<file path="src/rtl/gpu_pkg.sv">
// gpu_pkg: shared widths, pixel/address types and frame-buffer region sizing
package gpu_pkg;

    localparam int DEF_COLOR_WIDTH   = 16;
    localparam int DEF_BUFFER_ADDR_W = 32;

    typedef logic [DEF_COLOR_WIDTH-1:0]   color_t;
    typedef logic [DEF_BUFFER_ADDR_W-1:0] buf_addr_t;

    function automatic int region_words(int x_size, int y_size, int cores);
        return x_size * y_size / cores;
    endfunction

endpackage

</file>
<file path="src/rtl/ppu_wr_fifo.sv">
// ppu_wr_fifo: per-core FIFO of {colour, word offset} with first-word-fall-through head
module ppu_wr_fifo #(
    parameter int DW    = 16,
    parameter int AW    = 32,
    parameter int DEPTH = 4
) (
    input  logic          clk,
    input  logic          reset,
    input  logic          push_i,
    input  logic          pop_i,
    input  logic [DW-1:0] color_i,
    input  logic [AW-1:0] offs_i,
    output logic          full_o,
    output logic          empty_o,
    output logic [DW-1:0] color_o,
    output logic [AW-1:0] offs_o
);

    localparam int PW = $clog2(DEPTH);

    logic [PW:0]   wr_q, rd_q;
    logic [DW-1:0] color_q [DEPTH];
    logic [AW-1:0] offs_q  [DEPTH];

    assign empty_o = wr_q == rd_q;
    assign full_o  = (wr_q[PW] != rd_q[PW]) && (wr_q[PW-1:0] == rd_q[PW-1:0]);
    assign color_o = color_q[rd_q[PW-1:0]];
    assign offs_o  = offs_q[rd_q[PW-1:0]];

    // Pointers carry an extra wrap bit so full and empty are distinguishable
    always_ff @(posedge clk) begin
        if (reset) begin
            wr_q <= '0;
            rd_q <= '0;
        end else begin
            wr_q <= wr_q + (PW+1)'(push_i);
            rd_q <= rd_q + (PW+1)'(pop_i);
        end
    end

    // Storage; a push into a full FIFO only happens alongside a pop of the same slot
    always_ff @(posedge clk) begin
        if (push_i) begin
            color_q[wr_q[PW-1:0]] <= color_i;
            offs_q[wr_q[PW-1:0]]  <= offs_i;
        end
    end

endmodule

</file>
<file path="src/rtl/ppu_write_arbiter.sv">
// ppu_write_arbiter: round-robin merge of per-core pixel FIFOs onto one frame-buffer write port
module ppu_write_arbiter import gpu_pkg::*; #(
    parameter int COLOR_WIDTH   = DEF_COLOR_WIDTH,
    parameter int BUFFER_ADDR_W = DEF_BUFFER_ADDR_W,
    parameter int CORES_COUNT   = 10,
    parameter int SCREEN_X_SIZE = 800,
    parameter int SCREEN_Y_SIZE = 600,
    parameter int FIFO_DEPTH    = 4
) (
    input  logic                                      clk,
    input  logic                                      reset,
    input  logic [BUFFER_ADDR_W-1:0]                  fb_base,
    input  logic [CORES_COUNT-1:0][COLOR_WIDTH-1:0]   ppu_data,
    input  logic [CORES_COUNT-1:0][BUFFER_ADDR_W-1:0] ppu_address,
    input  logic [CORES_COUNT-1:0]                    ppu_valid,
    input  logic                                      frame_end,
    output logic [BUFFER_ADDR_W-1:0]                  mem_address,
    output logic [COLOR_WIDTH-1:0]                    mem_writedata,
    output logic                                      mem_write,
    input  logic                                      mem_waitrequest,
    output logic                                      idle,
    output logic                                      frame_done,
    output logic [CORES_COUNT-1:0]                    overflow,
    input  logic                                      clear_overflow
);

    localparam int GW           = CORES_COUNT > 1 ? $clog2(CORES_COUNT) : 1;
    localparam int REGION_WORDS = region_words(SCREEN_X_SIZE, SCREEN_Y_SIZE, CORES_COUNT);

    logic [CORES_COUNT-1:0]                    f_empty, f_full, push, pop;
    logic [CORES_COUNT-1:0][COLOR_WIDTH-1:0]   h_color;
    logic [CORES_COUNT-1:0][BUFFER_ADDR_W-1:0] h_offs;

    logic                     pend_q, pend_d, idle_q, idle_d, fd_q, fd_d, fp_q, fp_d;
    logic [BUFFER_ADDR_W-1:0] addr_q, addr_d;
    logic [COLOR_WIDTH-1:0]   data_q, data_d;
    logic [CORES_COUNT-1:0]   ovf_q, ovf_d;
    logic [GW-1:0]            rr_q, rr_d, gnt;
    logic                     found, load, take, drained;

    genvar i;
    generate
        for (i = 0; i < CORES_COUNT; i++) begin : g_fifo
            ppu_wr_fifo #(
                .DW    (COLOR_WIDTH),
                .AW    (BUFFER_ADDR_W),
                .DEPTH (FIFO_DEPTH)
            ) u_fifo (
                .clk     (clk),
                .reset   (reset),
                .push_i  (push[i]),
                .pop_i   (pop[i]),
                .color_i (ppu_data[i]),
                .offs_i  (ppu_address[i]),
                .full_o  (f_full[i]),
                .empty_o (f_empty[i]),
                .color_o (h_color[i]),
                .offs_o  (h_offs[i])
            );
        end
    endgenerate

    // Round-robin search: cores at or above rr first, then wrap to the low cores
    always_comb begin
        found = 1'b0;
        gnt   = '0;
        for (int k = 0; k < CORES_COUNT; k++) begin
            if (!found && !f_empty[k] && GW'(k) >= rr_q) begin
                found = 1'b1;
                gnt   = GW'(k);
            end
        end
        for (int k = 0; k < CORES_COUNT; k++) begin
            if (!found && !f_empty[k]) begin
                found = 1'b1;
                gnt   = GW'(k);
            end
        end
    end

    // Output register loads when empty or completing; pops and pushes follow from that
    always_comb begin
        load    = !pend_q || !mem_waitrequest;
        take    = load && found;
        pop     = take ? (CORES_COUNT'(1) << gnt) : '0;
        push    = ppu_valid & (~f_full | pop);
        pend_d  = load ? found : pend_q;
        addr_d  = take ? fb_base + BUFFER_ADDR_W'(int'(gnt) * REGION_WORDS) + h_offs[gnt] : addr_q;
        data_d  = take ? h_color[gnt] : data_q;
        rr_d    = take ? ((gnt == GW'(CORES_COUNT-1)) ? '0 : gnt + 1'b1) : rr_q;
        ovf_d   = (ovf_q & ~{CORES_COUNT{clear_overflow}}) | (ppu_valid & ~push);
        drained = (&f_empty) && (!pend_q || !mem_waitrequest);
        fd_d    = (fp_q || frame_end) && drained;
        fp_d    = !fd_d && (fp_q || frame_end);
        idle_d  = (&f_empty) && !pend_q;
    end

    // State registers
    always_ff @(posedge clk) begin
        if (reset) begin
            pend_q <= 1'b0;
            addr_q <= '0;
            data_q <= '0;
            rr_q   <= '0;
            ovf_q  <= '0;
            idle_q <= 1'b1;
            fd_q   <= 1'b0;
            fp_q   <= 1'b0;
        end else begin
            pend_q <= pend_d;
            addr_q <= addr_d;
            data_q <= data_d;
            rr_q   <= rr_d;
            ovf_q  <= ovf_d;
            idle_q <= idle_d;
            fd_q   <= fd_d;
            fp_q   <= fp_d;
        end
    end

    assign mem_write     = pend_q;
    assign mem_address   = addr_q;
    assign mem_writedata = data_q;
    assign idle          = idle_q;
    assign frame_done    = fd_q;
    assign overflow      = ovf_q;

endmodule

</file>
<file path="config.mk">
export PLATFORM = sky130hd
export DESIGN_NAME = ppu_write_arbiter
export DESIGN_NICKNAME = d
export VERILOG_FILES = /design/src/rtl/gpu_pkg.sv /design/src/rtl/ppu_wr_fifo.sv /design/src/rtl/ppu_write_arbiter.sv
export SDC_FILE = /design/constraint.sdc
export NUM_CORES = 2
export LEC_CHECK = 0
export ABC_AREA = 0
export CORE_MARGIN = 2
export CORE_UTILIZATION = 55
export DETAILED_ROUTE_END_ITERATION = 8
export PLACE_DENSITY = 0.73
export SLEW_MARGIN = 0
export SYNTH_ARGS = -nofsm -noshare
export SYNTH_HDL_FRONTEND = slang
export SYNTH_SLANG_ARGS = --single-unit
</file>
<file path="constraint.sdc">
create_clock -name clk -period 19.7 [get_ports clk]
set_input_delay 2.955 -clock clk [delete_from_list [all_inputs] [get_ports clk]]
set_output_delay 2.955 -clock clk [all_outputs]
set_load 0.005 [all_outputs]
</file>
==> results <==
- The clock period minus final worst setup slack is 9.13 ns.
- The sort of element at the end of the critical path is a flop.
- From bottom edge to top edge, the die measures 390 um.
- The initial antenna violation count came to 81.
- Synthesis inferred 2,046 register bits.
- CTS built an H-tree with a depth of 4.
- The netlist uses 75 different library cells.
- Synthesis produced a netlist with a net count of 4,901.
- The detail route stage leaves a number of antenna-violating nets equal to 0.
- The pre-antenna-repair detailed-routing pass consisted of 6 iterations.
- The cell count after synthesis came out at 4,244.
- The cell type group with the largest total delay on the critical path is compound AO/OA/AOI/OAI gates.
- The worst register-to-register path begins at g_fifo[1].u_fifo.rd_q[1].
- For this block, the routed nets add up to 226,000 um of wire.
- Cells fill between 60% and 70% of the core in the end.
- The Yosys step of the flow raised 0 warnings.
- The met1 layer wirelength in the final routing is 83,900 um.
- Timing would allow up to 109 MHz.
- The area of the placeable core is around 150,000 um^2.
- Sequential cells account for 31.4% of the total power.
- The portion of netlist area occupied by mux cells is between 10% and 20%.
- The starting utilization of the core area is 55.4%.
- The cell type of the slowest stage on the worst timing path is sky130_fd_sc_hd__a211oi_4.
- For this run, the total global-route usage over all layers was measured as between 20% and 30%.
- Combinational cells account for 46.3% of the total power.
- Adding up every negative setup slack in the final design gives 0 ns.
- Dividing the final minimum period by the clock period gives about 46%.
- Row generation in the floorplan step produced 141 rows.
- The root buffer cell is sky130_fd_sc_hd__clkbuf_16.
- In this run the static leakage power is around 32 nW.
- STA puts the critical path data required time at 20.46 ns.
- The setup violation total in the final timing report is 0.
- The clock network fraction of design power is 22.3%.
- The global-route wire length before repair is approximately 320,000 um.
- Setup repair after global routing left no endpoint under its margin.
- The kind of critical path is reg2reg.
- For this design, the CTS-stage hold fixing added 0 buffers.
- The global placement routability congestion is 0.926.
- CTS saw between 2,000 and 2,500 sinks.
- Between clock sinks in the finished design, the worst skew comes to 0.0437 ns.
- The fraction of the mapped netlist area in adder cells is 2.16%.
- The pin count of the biggest net entering global routing is 93.
- The fraction of the mapped netlist area in compound gates is 2.86%.
- In this run the worst path has a maximum fanout of 36.
- TritonCTS built the clock tree.
- The routed via count is 44,200.
- The total of cells resized after clock tree synthesis is 0.
- Sequential elements use 73.6% of the synthesized area.
- The combinational family with the most area after synthesis is multiplexers.
- The max-capacitance violation count is 0.
- The synthesized netlist devotes 0.856% of its cell area to XOR and XNOR gates.
- At the later pin of the worst-skew pair, clock insertion delay measures 0.86 ns.
- The detailed route wirelength on metal2 is approximately 110,000 um.
- The total congestion overflow is 0.
- The count of boundary I/O pins is 588.
- The post-synthesis async set-or-reset flop share is 0%.
- In the routed layout, each cell is associated on average with a via count of 6.28.
- The beginning of the critical path is g_fifo[1].u_fifo.rd_q[1].
- The CTS clock-pin slew for the worst setup and hold paths is 0.06 ns.
- The via count of the first global-routing pass is around 44,000.
- The buffers plus inverters on the worst setup path is 2.
- The x dimension of the die is ~390 um.
- The synthesized netlist devotes 4.23% of its cell area to simple gates.
- The number of violations reported at the end of detailed-routing iteration 0 is slightly above 5,000.
- The worst endpoint data arrival time is 9.89 ns.
- The number of slew-limit violations in the final report is 0.
- The internal portion of the total power is 10.0 mW.
- The uppermost layer routed is met5.
- After synthesis the cells add up to between 80,000 and 90,000 um^2.
- The maximum number of buffers from clock root to sink is 3.
- The number of buffers created by CTS is around 200.
- Dividing the synthesized area by the synthesized cell count gives about 19 um^2.
- Headroom to the max-slew limit came out at between 6 and 7%.
- During placement, the flow inserted port buffers numbering 587.
- The number of hold violations in the final report was 0.
- The share of layout cells above drive strength 1 is 18.1%.
- The worst-margin pin slew is about 1.4 ns.
- In this run the post-CTS setup repair buffer count came out at 0.
- The sort of element at the start of the critical path is a flop.
- The final net count is 5,547.
- The die area is 152,000 um^2.
- The per-cell routed wire length is roughly 32 um.
- The number of enable flip-flop cells after synthesis is 1,920.
- The min-delay analysis places its worst path in the category reg2reg.
- Summed over all nets, the half-perimeter wirelength after detailed placement is 151,000 um.
- The flow ran to the end, and the final reports show no timing, DRC or antenna violations.
- The post-synthesis to final-layout area growth is 18.1%.
- In this run the power density over the cells is 172 nW/um^2.
- The largest incremental delay on the critical path is 0.86 ns.
- Among all flip-flop cells after synthesis, the most frequent one is sky130_fd_sc_hd__edfxtp_1.
- The net switching share of the total power is 39.7%.
- The worst supply voltage drop on vdd is between 0.0004 and 0.0005 V.
- The start point of the worst min-delay path is mem_address[10].
- In this run the power spent charging and discharging nets is around 6.6 mW.
- The DRC violation count after routing is 0.
- The routed design uses 25,100 um of met3 wire.
cell families after synthesis:
logic type | Yosys count
flip-flops | 2046
adder cells (fa/ha/maj) | 130
multiplexers | 621
buffers and inverters | 286
AND/OR/NAND/NOR | 741
AO/OA/AOI/OAI | 340
XOR/XNOR | 80
cells in the final DEF, fill, tap and decap left out, types with 10 or more instances in the layout:
master / netlist / final
sky130_fd_sc_hd__and3_1: 93 / 83
sky130_fd_sc_hd__buf_4: 4 / 80
sky130_fd_sc_hd__o31ai_1: 14 / 14
sky130_fd_sc_hd__xnor2_1: 56 / 56
sky130_fd_sc_hd__inv_1: 60 / 60
sky130_fd_sc_hd__clkdlybuf4s50_1: 0 / 586
sky130_fd_sc_hd__nor3_1: 38 / 29
sky130_fd_sc_hd__o21ai_0: 35 / 35
sky130_fd_sc_hd__diode_2: 0 / 39
sky130_fd_sc_hd__a21oi_1: 116 / 116
sky130_fd_sc_hd__nor3b_2: 0 / 12
sky130_fd_sc_hd__nor2b_1: 48 / 48
sky130_fd_sc_hd__clkinv_2: 0 / 27
sky130_fd_sc_hd__mux4_2: 478 / 478
sky130_fd_sc_hd__dfxtp_2: 0 / 10
sky130_fd_sc_hd__ha_1: 111 / 111
sky130_fd_sc_hd__nand2_1: 393 / 392
sky130_fd_sc_hd__fa_1: 19 / 19
sky130_fd_sc_hd__clkbuf_1: 172 / 64
sky130_fd_sc_hd__bufinv_16: 0 / 14
sky130_fd_sc_hd__nand2b_1: 16 / 16
sky130_fd_sc_hd__a21o_1: 22 / 22
sky130_fd_sc_hd__a311oi_1: 72 / 72
sky130_fd_sc_hd__clkbuf_16: 0 / 200
sky130_fd_sc_hd__dfxtp_4: 0 / 10
sky130_fd_sc_hd__clkinv_1: 1 / 44
sky130_fd_sc_hd__dfxtp_1: 126 / 106
sky130_fd_sc_hd__edfxtp_1: 1920 / 1920
sky130_fd_sc_hd__xor2_1: 24 / 24
sky130_fd_sc_hd__a22oi_1: 12 / 12
sky130_fd_sc_hd__mux2_2: 16 / 16
sky130_fd_sc_hd__nor2_1: 77 / 68
sky130_fd_sc_hd__nand3_1: 20 / 20
sky130_fd_sc_hd__mux2i_1: 126 / 126
sky130_fd_sc_hd__a211oi_1: 10 / 10
power groups by stage:
| stage | Clock [mW] | Combinational (mW) | Sequential, mW |
|---|---|---|---|
| 2_1_floorplan | 0 | 4.98 | 5.21 |
| 3_3_place_gp | 0 | 7.43 | 5.30 |
| 3_5_place_dp | 0 | 7.49 | 5.32 |
| 4_1_cts | 3.74 | 7.55 | 5.23 |
| 5_1_grt | 3.91 | 8.21 | 5.25 |
| 6_report | 3.70 | 7.68 | 5.22 |
synth_stat cells (all sizes together) (48+ instances only):
| library cell | instances | area [um^2] |
|---|---|---|
| ha | 111 | 1390 |
| mux4 | 478 | 10800 |
| nand2 | 393 | 1480 |
| dfxtp | 126 | 2520 |
| nor2b | 48 | 300 |
| inv | 63 | 239 |
| buf | 49 | 230 |
| mux2i | 127 | 1280 |
| a21oi | 116 | 581 |
| a311oi | 72 | 631 |
| nor2 | 78 | 309 |
| edfxtp | 1920 | 57700 |
| and3 | 93 | 582 |
| clkbuf | 173 | 651 |
| xnor2 | 56 | 490 |
state kept, by name, summed over array words and instances, names as in the netlist:
| signal | flops |
|---|---|
| idle | 1 |
| mem_write | 1 |
| overflow | 10 |
| g_fifo.u_fifo.color_q | 640 |
| g_fifo.u_fifo.rd_q | 30 |
| frame_done | 1 |
| mem_writedata | 16 |
| fp_q | 1 |
| g_fifo.u_fifo.wr_q | 30 |
| rr_q | 4 |
| g_fifo.u_fifo.offs_q | 1280 |
| mem_address | 32 |
metal layers:
layer / vias to the layer above / GRT usage (%)
li1: 18500 / -
met1: 22900 / 40.1
met2: 2256 / 46.5
met3: 436 / 8.32
met4: 84 / 11.6
met5: - / 0
worst register-to-register path: stages (launching register included):
cell	delay, ns
sky130_fd_sc_hd__dfxtp_2	0.81
sky130_fd_sc_hd__xnor2_1	0.22
sky130_fd_sc_hd__nand3_1	0.30
sky130_fd_sc_hd__o21ai_0	0.63
sky130_fd_sc_hd__nand4_1	0.43
sky130_fd_sc_hd__a211oi_4	0.86
sky130_fd_sc_hd__buf_4	0.54
sky130_fd_sc_hd__ha_1	0.36
sky130_fd_sc_hd__fa_1	0.46
sky130_fd_sc_hd__ha_1	0.36
sky130_fd_sc_hd__a21o_1	0.20
sky130_fd_sc_hd__a21o_1	0.19
sky130_fd_sc_hd__a211oi_1	0.37
sky130_fd_sc_hd__nor2b_1	0.09
sky130_fd_sc_hd__o21a_1	0.20
sky130_fd_sc_hd__o21ai_0	0.21
sky130_fd_sc_hd__nand2b_1	0.09
sky130_fd_sc_hd__a21oi_1	0.21
sky130_fd_sc_hd__fa_1	0.44
sky130_fd_sc_hd__inv_1	0.07
sky130_fd_sc_hd__ha_1	0.29
sky130_fd_sc_hd__a21o_1	0.19
sky130_fd_sc_hd__a21oi_1	0.15
sky130_fd_sc_hd__o21ai_0	0.23
sky130_fd_sc_hd__a211o_1	0.37
sky130_fd_sc_hd__a311oi_1	0.42
sky130_fd_sc_hd__a21oi_1	0.08
sky130_fd_sc_hd__o31a_1	0.28
per-stage QoR:
stage / hold slack [ns] / instance area, um^2 / total power [mW] / worst slack (ns) / std cells
after floorplan: 0.448 / 81800 / 10.2 / 11.78 / 4244
after global placement: 0.442 / 90100 / 12.7 / 10.99 / 6619
after detailed placement: 0.449 / 90100 / 12.8 / 10.73 / 6619
after CTS: 0.457 / 96500 / 16.5 / 10.72 / 6990
after global routing: 0.484 / 96500 / 17.4 / 10.02 / 7007
final: 0.458 / 96600 / 16.6 / 10.57 / 7029
final cells by class:
cell class                      instances  area, um^2
Multi-Input combinational cell       1912       20700
Antenna cell                           39        97.6
Sequential cell                      2046       60200
Tap cell                             1930        2410
Clock inverter                        103        1070
Timing Repair Buffer                  667        6490
Clock buffer                          268        5300
Inverter                               64         253
Fill cell                            9755       51100
path summary, 6_finish.rpt:
kind	endpoint	slack, ns	depth (start not counted)
setup reg to reg	mem_address[31]	10.57	27
hold / removal	mem_address[10]	0.46	2
setup / recovery	mem_address[31]	10.57	27
hold reg to reg	mem_address[10]	0.46	2
No activity file was read; power rests on OpenSTA's default activity.
